--- src/rtl/regfile_wb_arbiter_if.sv ---
// Signal bundle for regfile_wb_arbiter: two write-back request ports, the register-file
// write port, and the read-side busy/forward outputs for rs1/rs2.
interface regfile_wb_arbiter_if;
  logic        req0_valid, req1_valid;
  logic [4:0]  req0_rd, req1_rd;
  logic [31:0] req0_data, req1_data;
  logic        req0_ready, req1_ready;
  logic        rf_we;
  logic [4:0]  rf_rd;
  logic [31:0] rf_din;
  logic [4:0]  rs1, rs2;
  logic        rs1_busy, rs2_busy;
  logic        fwd_rs1_valid, fwd_rs2_valid;
  logic [31:0] fwd_rs1_data, fwd_rs2_data;

  modport master (
    output req0_valid, req0_rd, req0_data, req1_valid, req1_rd, req1_data, rs1, rs2,
    input  req0_ready, req1_ready, rf_we, rf_rd, rf_din, rs1_busy, rs2_busy,
           fwd_rs1_valid, fwd_rs2_valid, fwd_rs1_data, fwd_rs2_data
  );

  modport slave (
    input  req0_valid, req0_rd, req0_data, req1_valid, req1_rd, req1_data, rs1, rs2,
    output req0_ready, req1_ready, rf_we, rf_rd, rf_din, rs1_busy, rs2_busy,
           fwd_rs1_valid, fwd_rs2_valid, fwd_rs1_data, fwd_rs2_data
  );
endinterface

--- src/rtl/regfile_wb_arbiter.sv ---
// Round-robin write-back arbiter: two DEPTH-entry queues drain one write per cycle (min 1 cycle),
// ready drops only when a queue is full; define WB_FORWARD_EN to forward pending data to rs1/rs2.
module regfile_wb_arbiter #(
  parameter int DEPTH = 2
) (
  input logic               clk,
  input logic               reset,
  regfile_wb_arbiter_if.slave wb
);
  localparam int AW = $clog2(DEPTH);

  logic [4:0]    q_rd   [2][DEPTH];
  logic [31:0]   q_data [2][DEPTH];
  logic [AW-1:0] rptr   [2];
  logic [AW-1:0] wptr   [2];
  logic [AW:0]   count  [2];
  logic          last_grant;

  logic [1:0]    req_valid;
  logic [4:0]    req_rd   [2];
  logic [31:0]   req_data [2];
  logic [1:0]    ready, push, pop, nonempty;
  logic          gnt_vld, gnt_sel;

  always_comb begin
    req_valid   = {wb.req1_valid, wb.req0_valid};
    req_rd[0]   = wb.req0_rd;
    req_rd[1]   = wb.req1_rd;
    req_data[0] = wb.req0_data;
    req_data[1] = wb.req1_data;
    for (int n = 0; n < 2; n++) begin
      ready[n]    = (count[n] != (AW+1)'(DEPTH));
      nonempty[n] = (count[n] != '0);
      // Writes to x0 are accepted but never stored.
      push[n]     = req_valid[n] && ready[n] && (req_rd[n] != 5'd0);
    end
  end

  assign wb.req0_ready = ready[0];
  assign wb.req1_ready = ready[1];

  always_comb begin
    gnt_vld = 1'b0;
    gnt_sel = 1'b0;
    if (!reset) begin
      if (nonempty == 2'b11) begin
        gnt_vld = 1'b1;
        gnt_sel = ~last_grant;
      end else if (nonempty[0]) begin
        gnt_vld = 1'b1;
        gnt_sel = 1'b0;
      end else if (nonempty[1]) begin
        gnt_vld = 1'b1;
        gnt_sel = 1'b1;
      end
    end
  end

  assign pop[0]    = gnt_vld && !gnt_sel;
  assign pop[1]    = gnt_vld &&  gnt_sel;
  assign wb.rf_we  = gnt_vld;
  assign wb.rf_rd  = gnt_vld ? q_rd[gnt_sel][rptr[gnt_sel]]   : 5'd0;
  assign wb.rf_din = gnt_vld ? q_data[gnt_sel][rptr[gnt_sel]] : 32'd0;

  always_ff @(posedge clk) begin
    if (reset) begin
      last_grant <= 1'b1;
      for (int n = 0; n < 2; n++) begin
        rptr[n]  <= '0;
        wptr[n]  <= '0;
        count[n] <= '0;
      end
    end else begin
      if (gnt_vld) last_grant <= gnt_sel;
      for (int n = 0; n < 2; n++) begin
        if (push[n]) begin
          q_rd[n][wptr[n]]   <= req_rd[n];
          q_data[n][wptr[n]] <= req_data[n];
          wptr[n]            <= wptr[n] + AW'(1);
        end
        if (pop[n]) rptr[n] <= rptr[n] + AW'(1);
        count[n] <= count[n] + (AW+1)'(push[n]) - (AW+1)'(pop[n]);
      end
    end
  end

  // Scan each queue oldest-to-youngest so the last match seen is the youngest.
  logic [4:0]  rs   [2];
  logic [1:0]  hit  [2];
`ifdef WB_FORWARD_EN
  logic [31:0] fdat [2][2];
  logic [1:0]  fwd_vld;
`endif

  always_comb begin
    rs[0] = wb.rs1;
    rs[1] = wb.rs2;
    for (int s = 0; s < 2; s++) begin
      hit[s] = '0;
`ifdef WB_FORWARD_EN
      fdat[s][0] = '0;
      fdat[s][1] = '0;
`endif
      for (int n = 0; n < 2; n++) begin
        for (int k = 0; k < DEPTH; k++) begin
          logic [AW-1:0] idx;
          idx = rptr[n] + AW'(k);
          if ((k < int'(count[n])) && (q_rd[n][idx] == rs[s])) begin
            hit[s][n] = 1'b1;
`ifdef WB_FORWARD_EN
            fdat[s][n] = q_data[n][idx];
`endif
          end
        end
      end
    end
  end

  assign wb.rs1_busy = (rs[0] != 5'd0) && (|hit[0]);
  assign wb.rs2_busy = (rs[1] != 5'd0) && (|hit[1]);

`ifdef WB_FORWARD_EN
  // A match in both queues has no defined age order, so the consumer stalls on busy instead.
  always_comb begin
    for (int s = 0; s < 2; s++) fwd_vld[s] = (rs[s] != 5'd0) && (hit[s][0] ^ hit[s][1]);
  end
  assign wb.fwd_rs1_valid = fwd_vld[0];
  assign wb.fwd_rs2_valid = fwd_vld[1];
  assign wb.fwd_rs1_data  = fwd_vld[0] ? (hit[0][0] ? fdat[0][0] : fdat[0][1]) : 32'd0;
  assign wb.fwd_rs2_data  = fwd_vld[1] ? (hit[1][0] ? fdat[1][0] : fdat[1][1]) : 32'd0;
`else
  assign wb.fwd_rs1_valid = 1'b0;
  assign wb.fwd_rs2_valid = 1'b0;
  assign wb.fwd_rs1_data  = 32'd0;
  assign wb.fwd_rs2_data  = 32'd0;
`endif
endmodule

--- src/flat_wrapper.sv ---
// flat-port wrapper written by rule: the top's interface ports become plain ports
module regfile_wb_arbiter_flat 
#(
  parameter int DEPTH = 2
)
  (clk, reset, wb_req0_valid, wb_req0_rd, wb_req0_data, wb_req1_valid, wb_req1_rd, wb_req1_data, wb_rs1, wb_rs2, wb_req0_ready, wb_req1_ready, wb_rf_we, wb_rf_rd, wb_rf_din, wb_rs1_busy, wb_rs2_busy, wb_fwd_rs1_valid, wb_fwd_rs2_valid, wb_fwd_rs1_data, wb_fwd_rs2_data);
  regfile_wb_arbiter_if wb_i ();
  input logic clk;
  input logic reset;
  input wire logic [$bits(wb_i.req0_valid)-1:0] wb_req0_valid;
  input wire logic [$bits(wb_i.req0_rd)-1:0] wb_req0_rd;
  input wire logic [$bits(wb_i.req0_data)-1:0] wb_req0_data;
  input wire logic [$bits(wb_i.req1_valid)-1:0] wb_req1_valid;
  input wire logic [$bits(wb_i.req1_rd)-1:0] wb_req1_rd;
  input wire logic [$bits(wb_i.req1_data)-1:0] wb_req1_data;
  input wire logic [$bits(wb_i.rs1)-1:0] wb_rs1;
  input wire logic [$bits(wb_i.rs2)-1:0] wb_rs2;
  output wire logic [$bits(wb_i.req0_ready)-1:0] wb_req0_ready;
  output wire logic [$bits(wb_i.req1_ready)-1:0] wb_req1_ready;
  output wire logic [$bits(wb_i.rf_we)-1:0] wb_rf_we;
  output wire logic [$bits(wb_i.rf_rd)-1:0] wb_rf_rd;
  output wire logic [$bits(wb_i.rf_din)-1:0] wb_rf_din;
  output wire logic [$bits(wb_i.rs1_busy)-1:0] wb_rs1_busy;
  output wire logic [$bits(wb_i.rs2_busy)-1:0] wb_rs2_busy;
  output wire logic [$bits(wb_i.fwd_rs1_valid)-1:0] wb_fwd_rs1_valid;
  output wire logic [$bits(wb_i.fwd_rs2_valid)-1:0] wb_fwd_rs2_valid;
  output wire logic [$bits(wb_i.fwd_rs1_data)-1:0] wb_fwd_rs1_data;
  output wire logic [$bits(wb_i.fwd_rs2_data)-1:0] wb_fwd_rs2_data;
  assign wb_i.req0_valid = wb_req0_valid;
  assign wb_i.req0_rd = wb_req0_rd;
  assign wb_i.req0_data = wb_req0_data;
  assign wb_i.req1_valid = wb_req1_valid;
  assign wb_i.req1_rd = wb_req1_rd;
  assign wb_i.req1_data = wb_req1_data;
  assign wb_i.rs1 = wb_rs1;
  assign wb_i.rs2 = wb_rs2;
  assign wb_req0_ready = wb_i.req0_ready;
  assign wb_req1_ready = wb_i.req1_ready;
  assign wb_rf_we = wb_i.rf_we;
  assign wb_rf_rd = wb_i.rf_rd;
  assign wb_rf_din = wb_i.rf_din;
  assign wb_rs1_busy = wb_i.rs1_busy;
  assign wb_rs2_busy = wb_i.rs2_busy;
  assign wb_fwd_rs1_valid = wb_i.fwd_rs1_valid;
  assign wb_fwd_rs2_valid = wb_i.fwd_rs2_valid;
  assign wb_fwd_rs1_data = wb_i.fwd_rs1_data;
  assign wb_fwd_rs2_data = wb_i.fwd_rs2_data;
  regfile_wb_arbiter #(.DEPTH(DEPTH)) u_core (.clk(clk), .reset(reset), .wb(wb_i));
endmodule
--- config.mk ---
export PLATFORM = sky130hd
export DESIGN_NAME = regfile_wb_arbiter_flat
export DESIGN_NICKNAME = d
export VERILOG_FILES = /design/src/rtl/regfile_wb_arbiter_if.sv /design/src/rtl/regfile_wb_arbiter.sv /design/src/flat_wrapper.sv
export SDC_FILE = /design/constraint.sdc
export NUM_CORES = 1
export LEC_CHECK = 0
export ABC_AREA = 1
export BUFFER_PORTS_ARGS = -buffer_cell sky130_fd_sc_hd__buf_2
export CORE_MARGIN = 2
export CORE_UTILIZATION = 44
export CTS_CLUSTER_SIZE = 12
export DETAILED_ROUTE_END_ITERATION = 6
export GPL_TIMING_DRIVEN = 0
export PLACE_DENSITY = 0.66
export SYNTH_ARGS = -nofsm -noshare
export SYNTH_HDL_FRONTEND = slang
export SYNTH_SLANG_ARGS = --single-unit
--- constraint.sdc ---
create_clock -name clk -period 3.9 [get_ports clk]
set_clock_uncertainty 0.2 [all_clocks]
set_input_delay 0.975 -clock clk [delete_from_list [all_inputs] [get_ports clk]]
set_output_delay 0.975 -clock clk [all_outputs]
set_load 0.02 [all_outputs]
Yosys cells after proc, flatten, opt, wreduce, memory -nomap -nowiden. Memory sizes are Yosys's and may differ from the RTL's. Index checks and enable logic that the tools add are counted.

Input bits: 88. Memory bits (writable): 156. Flip-flop bits (word level): 1. Memories kept: 5.

Memory list: u_core.q_data (depth 2, width 64, read ports 1, clocked after Yosys merged registers in 0, write ports 2, line regfile_wb_arbiter.sv:13) `logic [31:0] q_data [2][DEPTH];`; u_core.q_rd (depth 2, width 10, read ports 3, clocked after Yosys merged registers in 0, write ports 2, line regfile_wb_arbiter.sv:12) `logic [4:0] q_rd [2][DEPTH];`; u_core.count (depth 2, width 2, read ports 2, clocked after Yosys merged registers in 0, write ports 2, line regfile_wb_arbiter.sv:16) `logic [AW:0] count [2];`; u_core.rptr (depth 2, width 1, read ports 3, clocked after Yosys merged registers in 0, write ports 2, line regfile_wb_arbiter.sv:14) `logic [AW-1:0] rptr [2];`; u_core.wptr (depth 2, width 1, read ports 2, clocked after Yosys merged registers in 0, write ports 2, line regfile_wb_arbiter.sv:15) `logic [AW-1:0] wptr [2];`.

Bitwise operators: 14. Equal/unequal tests: 11. Reductions and logical operators: 27. Mux-type cells: 68. $add $sub $neg: 8. Order comparisons: 13.

Operators with widths (number): $mux W32 (6); $mux W64 (2); $mux W5 (18); $demux W32 S1 (2); $eq A5 B5 Y1 (8); $mux W1 (34); $mux W10 (2); $reduce_bool A5 Y1 (4); $logic_and A1 B1 Y1 (18); $ge A2 B2 Y1 const B (7); $not A1 Y2 (7); $demux W5 S1 (2); $lt A1 B2 Y1 const A (4); $or A1 B1 Y1 (6); $add A1 B1 Y1 const B (4); $add A2 B1 Y2 (2); $lt A2 B1 Y1 const B (2); $mux W2 (2); $ne A2 B2 Y1 const B (2); $reduce_bool A2 Y1 (2); $reduce_or A2 Y1 (2); $sub A2 B1 Y2 (2); $eq A2 B2 Y1 const B (1); $logic_not A1 Y1 (1); $not A1 Y1 (1).

Depth between registers and ports, before layout. An unclocked memory read counts as a cell.

Depth after elaboration: 12. Mapped depth: 14.

Worst setup path before layout. No wires, ideal clock.

Kind: input to register. From: input port reset. To: memory u_core.q_data[1][0] in the netlist's numbering, enable pin. Data arrival time: 3018 ps. Stages on the path: 4. Buffers on the path: 1. Setup slack: 251 ps. Library setup time: 431 ps. Path through: inv_1 -> clkbuf_1 -> nand2_1 -> nor2_1.

RTL lines: start: declaration (line flat_wrapper.sv:9) `input logic reset;`; end: declaration (line regfile_wb_arbiter.sv:13).

Worst setup path after layout.
From: input port reset. To: output port wb_rf_rd[3].

Cells in the longest elaborated chain, start to end: 7. Elaborated cells on any way between the ends: 9.

Ends and longest elaborated chain: $mux W1 (line regfile_wb_arbiter.sv:45) `if (!reset) begin`; $mem_v2 Z2 W1; $not A1 Y2 (implied by the code) (line regfile_wb_arbiter.sv:62) `assign wb.rf_rd = gnt_vld ? q_rd[gnt_sel][rptr[gnt_sel]] : 5'd0;`; $mux W5 (implied by the code) (3 in a row) (line regfile_wb_arbiter.sv:62); $mux W5 * (line regfile_wb_arbiter.sv:62); end: declaration (line flat_wrapper.sv:21) `output wire logic [$bits(wb_i.rf_rd)-1:0] wb_rf_rd;`.

Every way passes the cells marked *; elsewhere a longest branch is shown, timed or not. The select of a mux whose other input is x is not followed.

==> results.ini <==
[die]
die_area_mm2=0.0194
core_region_area_mm2=0.0180
die_h_um=139
placementRows=49
io_pins=196
die_x_um=139
initial_core_util_pct=44.8

[layout]
nets=1222
utilization_pct=55.7
nFillCells=1627
area_growth_pct=24.2
drive_gt1_share_pct=23.5

[critical_path]
worst_path_max_delay_cell=a31oi_1
r2r-end=u_core.count[0][1]
crit_start=reset
path_delay_family=buffers and inverters
crit_required_ns=2.72
reg2reg_slack_ns=1.21
slowest_delay_ns=0.31
critPathCapture=wb_rf_rd[3]
crit_type=primary input to primary output
critPathMaxFanout=10
worstSetupStartpointType=primary input
path_cells=buf_2 -> inv_1 -> nand3_2 -> buf_6 -> inv_2 -> buf_2 -> nand2_1 -> a31oi_1 -> buf_2
cpMostUsedCell=buf_2
worstRegToRegCells=14
path_depth=9
critPathArrivalTime_ns=2.59
r2r-start=u_core.count[0][1]
path_buf_inv=6
critPathCaptureType=primary output

[route]
vias_per_cell=4.81
wl_per_cell_um=15.1
ant_nets=0
drcViolationCount=0
first_pass_iters=4
vias=6618
wl_mm=20.8
drt_iter0_drc=429

[timing]
finalCritPeriodShare_pct=96.5
worst_pin_slew_ns=0.682
slew_violations=0
rsz0062_at_grt=false
finalWorstSetupSlack_ns=0.136
fmax_mhz=266
finalHoldViolations=0
setup_violations=0
period_needed_ns=3.76
slew_headroom_pct=54.4

[pwr]
leakagePower_uw=0.00476
p_per_area_mw_per_mm2=639
worst_ir_drop_vdd_v=0.000396

[placed_design]
port_buffers=129
dp_hpwl_mm=15.1
place_ws_ns=0.0640
gp_congestion=0.948

[min_path]
hold_path.class=flip-flop to flip-flop

[yosys]
ys_warn_count=0
synth_cell_types=28
synth_area_leader_cell=edfxtp_1
seq_area_frac_synth_pct=57.9
netlist_top_cells_count=358 x nand2_1, 152 x edfxtp_1, 113 x nor2_1
syn_inst=914
syn_area_mm2=0.00805
async_flop_share_pct=0
synth_edf_count=152
avgSynthCellArea_um2=8.81
synth_flop_cell=edfxtp_1
ys_ff_latch=157
synth.top_cell.area_share_pct=56.7
synthTopCellsByArea=edfxtp_1 57%, nand2_1 17%, nand3_1 6.7%
synth.most_common_cell=nand2_1

[cts]
cts_buffers=17
worstSkewPairLatency_ns=0.42
cts_sinks=157
clk_path_buf_depth=2
cts.htree.levels=4
clk_pin_slew_ns=0.06
postCtsSetupBuffers=0
cts_resized=0
holdBufCountCts=0
cts_root_buf=clkbuf_16
cts_tree=built

[global_routing]
grt_start_max_net_pins=28
grt_pass1_wl_mm=31.8
first_global_vias=6039
track_usage_pct=21.5
antenna_found_initial=5
grt.overflow.total=0

[outcome]
status=finished clean

[flow_run]
maxCapViolations=0

worst min-delay path, stage by stage, from the launching register on:
cell and delay (ns):
dfxtp_1 0.33, nand2_1 0.05, nand3_1 0.05
cell type report:
class / count / area [um^2] / share of cell area, %
clock buffer: 18 / 429 / 4.29
sequential: 157 / 4660 / 46.6
antenna: 2 / 5.00 / 0.0500
clock inverter: 14 / 214 / 2.14
buffer: 100 / 677 / 6.77
timing repair buffer: 133 / 741 / 7.41
multi-input combinational: 677 / 2820 / 28.1
tap: 229 / 287 / 2.87
inverter: 45 / 169 / 1.69
how the worst min path moves through the flow:
| stage | from | to | slack, ns | cells after the start |
|---|---|---|---|---|
| 6_report | u_core.last_grant | u_core.last_grant | 0.27 | 2 |
| 4_1_cts | u_core.last_grant | u_core.last_grant | 0.27 | 2 |
| 5_1_grt | u_core.last_grant | u_core.last_grant | 0.33 | 2 |
| 3_3_place_gp | u_core.last_grant | u_core.last_grant | 0.25 | 2 |
| 3_5_place_dp | u_core.last_grant | u_core.last_grant | 0.26 | 2 |
| 2_1_floorplan | u_core.last_grant | u_core.last_grant | 0.23 | 2 |
metal layers:
layer | up-vias | track usage, % | wire length [um]
met5 | - | 0 | 18
met4 | 4 | 7.02 | 208
met3 | 22 | 5.54 | 1740
met2 | 287 | 35.7 | 10100
met1 | 3012 | 27.5 | 8670
li1 | 3293 | - | -
kinds of logic after synthesis:
family / share of synthesized area [%]
AO/OA/AOI/OAI: 1.51
XOR/XNOR: 0.218
adder cells (fa/ha/maj): 0.466
buffers and inverters: 10.5
flip-flops: 57.9
other: 0.0466
AND/OR/NAND/NOR: 29.3
state kept, by name (all words and copies together) (netlist names):
register	cells
u_core.rptr	2
u_core.count	4
u_core.last_grant	1
u_core.wptr	2
u_core.q_rd	20
u_core.q_data	128
placed cells by master (no fill, tap or decap), types with 3 or more instances in the layout:
| master | n |
|---|---|
| nand2_1 | 358 |
| edfxtp_1 | 152 |
| buf_2 | 150 |
| nor2_1 | 109 |
| nand3_1 | 107 |
| buf_4 | 71 |
| conb_1 | 66 |
| inv_1 | 41 |
| clkbuf_16 | 17 |
| o21ai_0 | 7 |
| clkbuf_1 | 6 |
| bufinv_16 | 5 |
| dfxtp_1 | 5 |
| nor3_1 | 4 |
| nor2_4 | 4 |
| a31oi_1 | 4 |
| a21oi_1 | 4 |
| clkinv_1 | 3 |
| ha_1 | 3 |
| inv_6 | 3 |
| clkinv_2 | 3 |
through the flow:
step	instances	area, um^2	total power (uW)	TNS, ns	hold slack (ns)
global placement	1337	9230	4580	-192.36	0.250
detailed placement	1341	9350	4630	0	0.257
finish	1375	10000	6390	0	0.267
floorplan	979	8290	3850	0	0.229
CTS	1373	9990	6420	0	0.273
global route	1373	10000	6780	0	0.327
where the power goes:
| part | internal (uW) | switching (uW) | leakage [uW] | total (uW) |
|---|---|---|---|---|
| Clock | 1140 | 651 | 0.000314 | 1790 |
| Sequential | 2040 | 69.8 | 0.00144 | 2110 |
| Combinational | 778 | 1710 | 0.00300 | 2490 |
| Total | 3960 | 2430 | 0.00476 | 6390 |
Note: power is estimated with default switching activity, not from simulation.
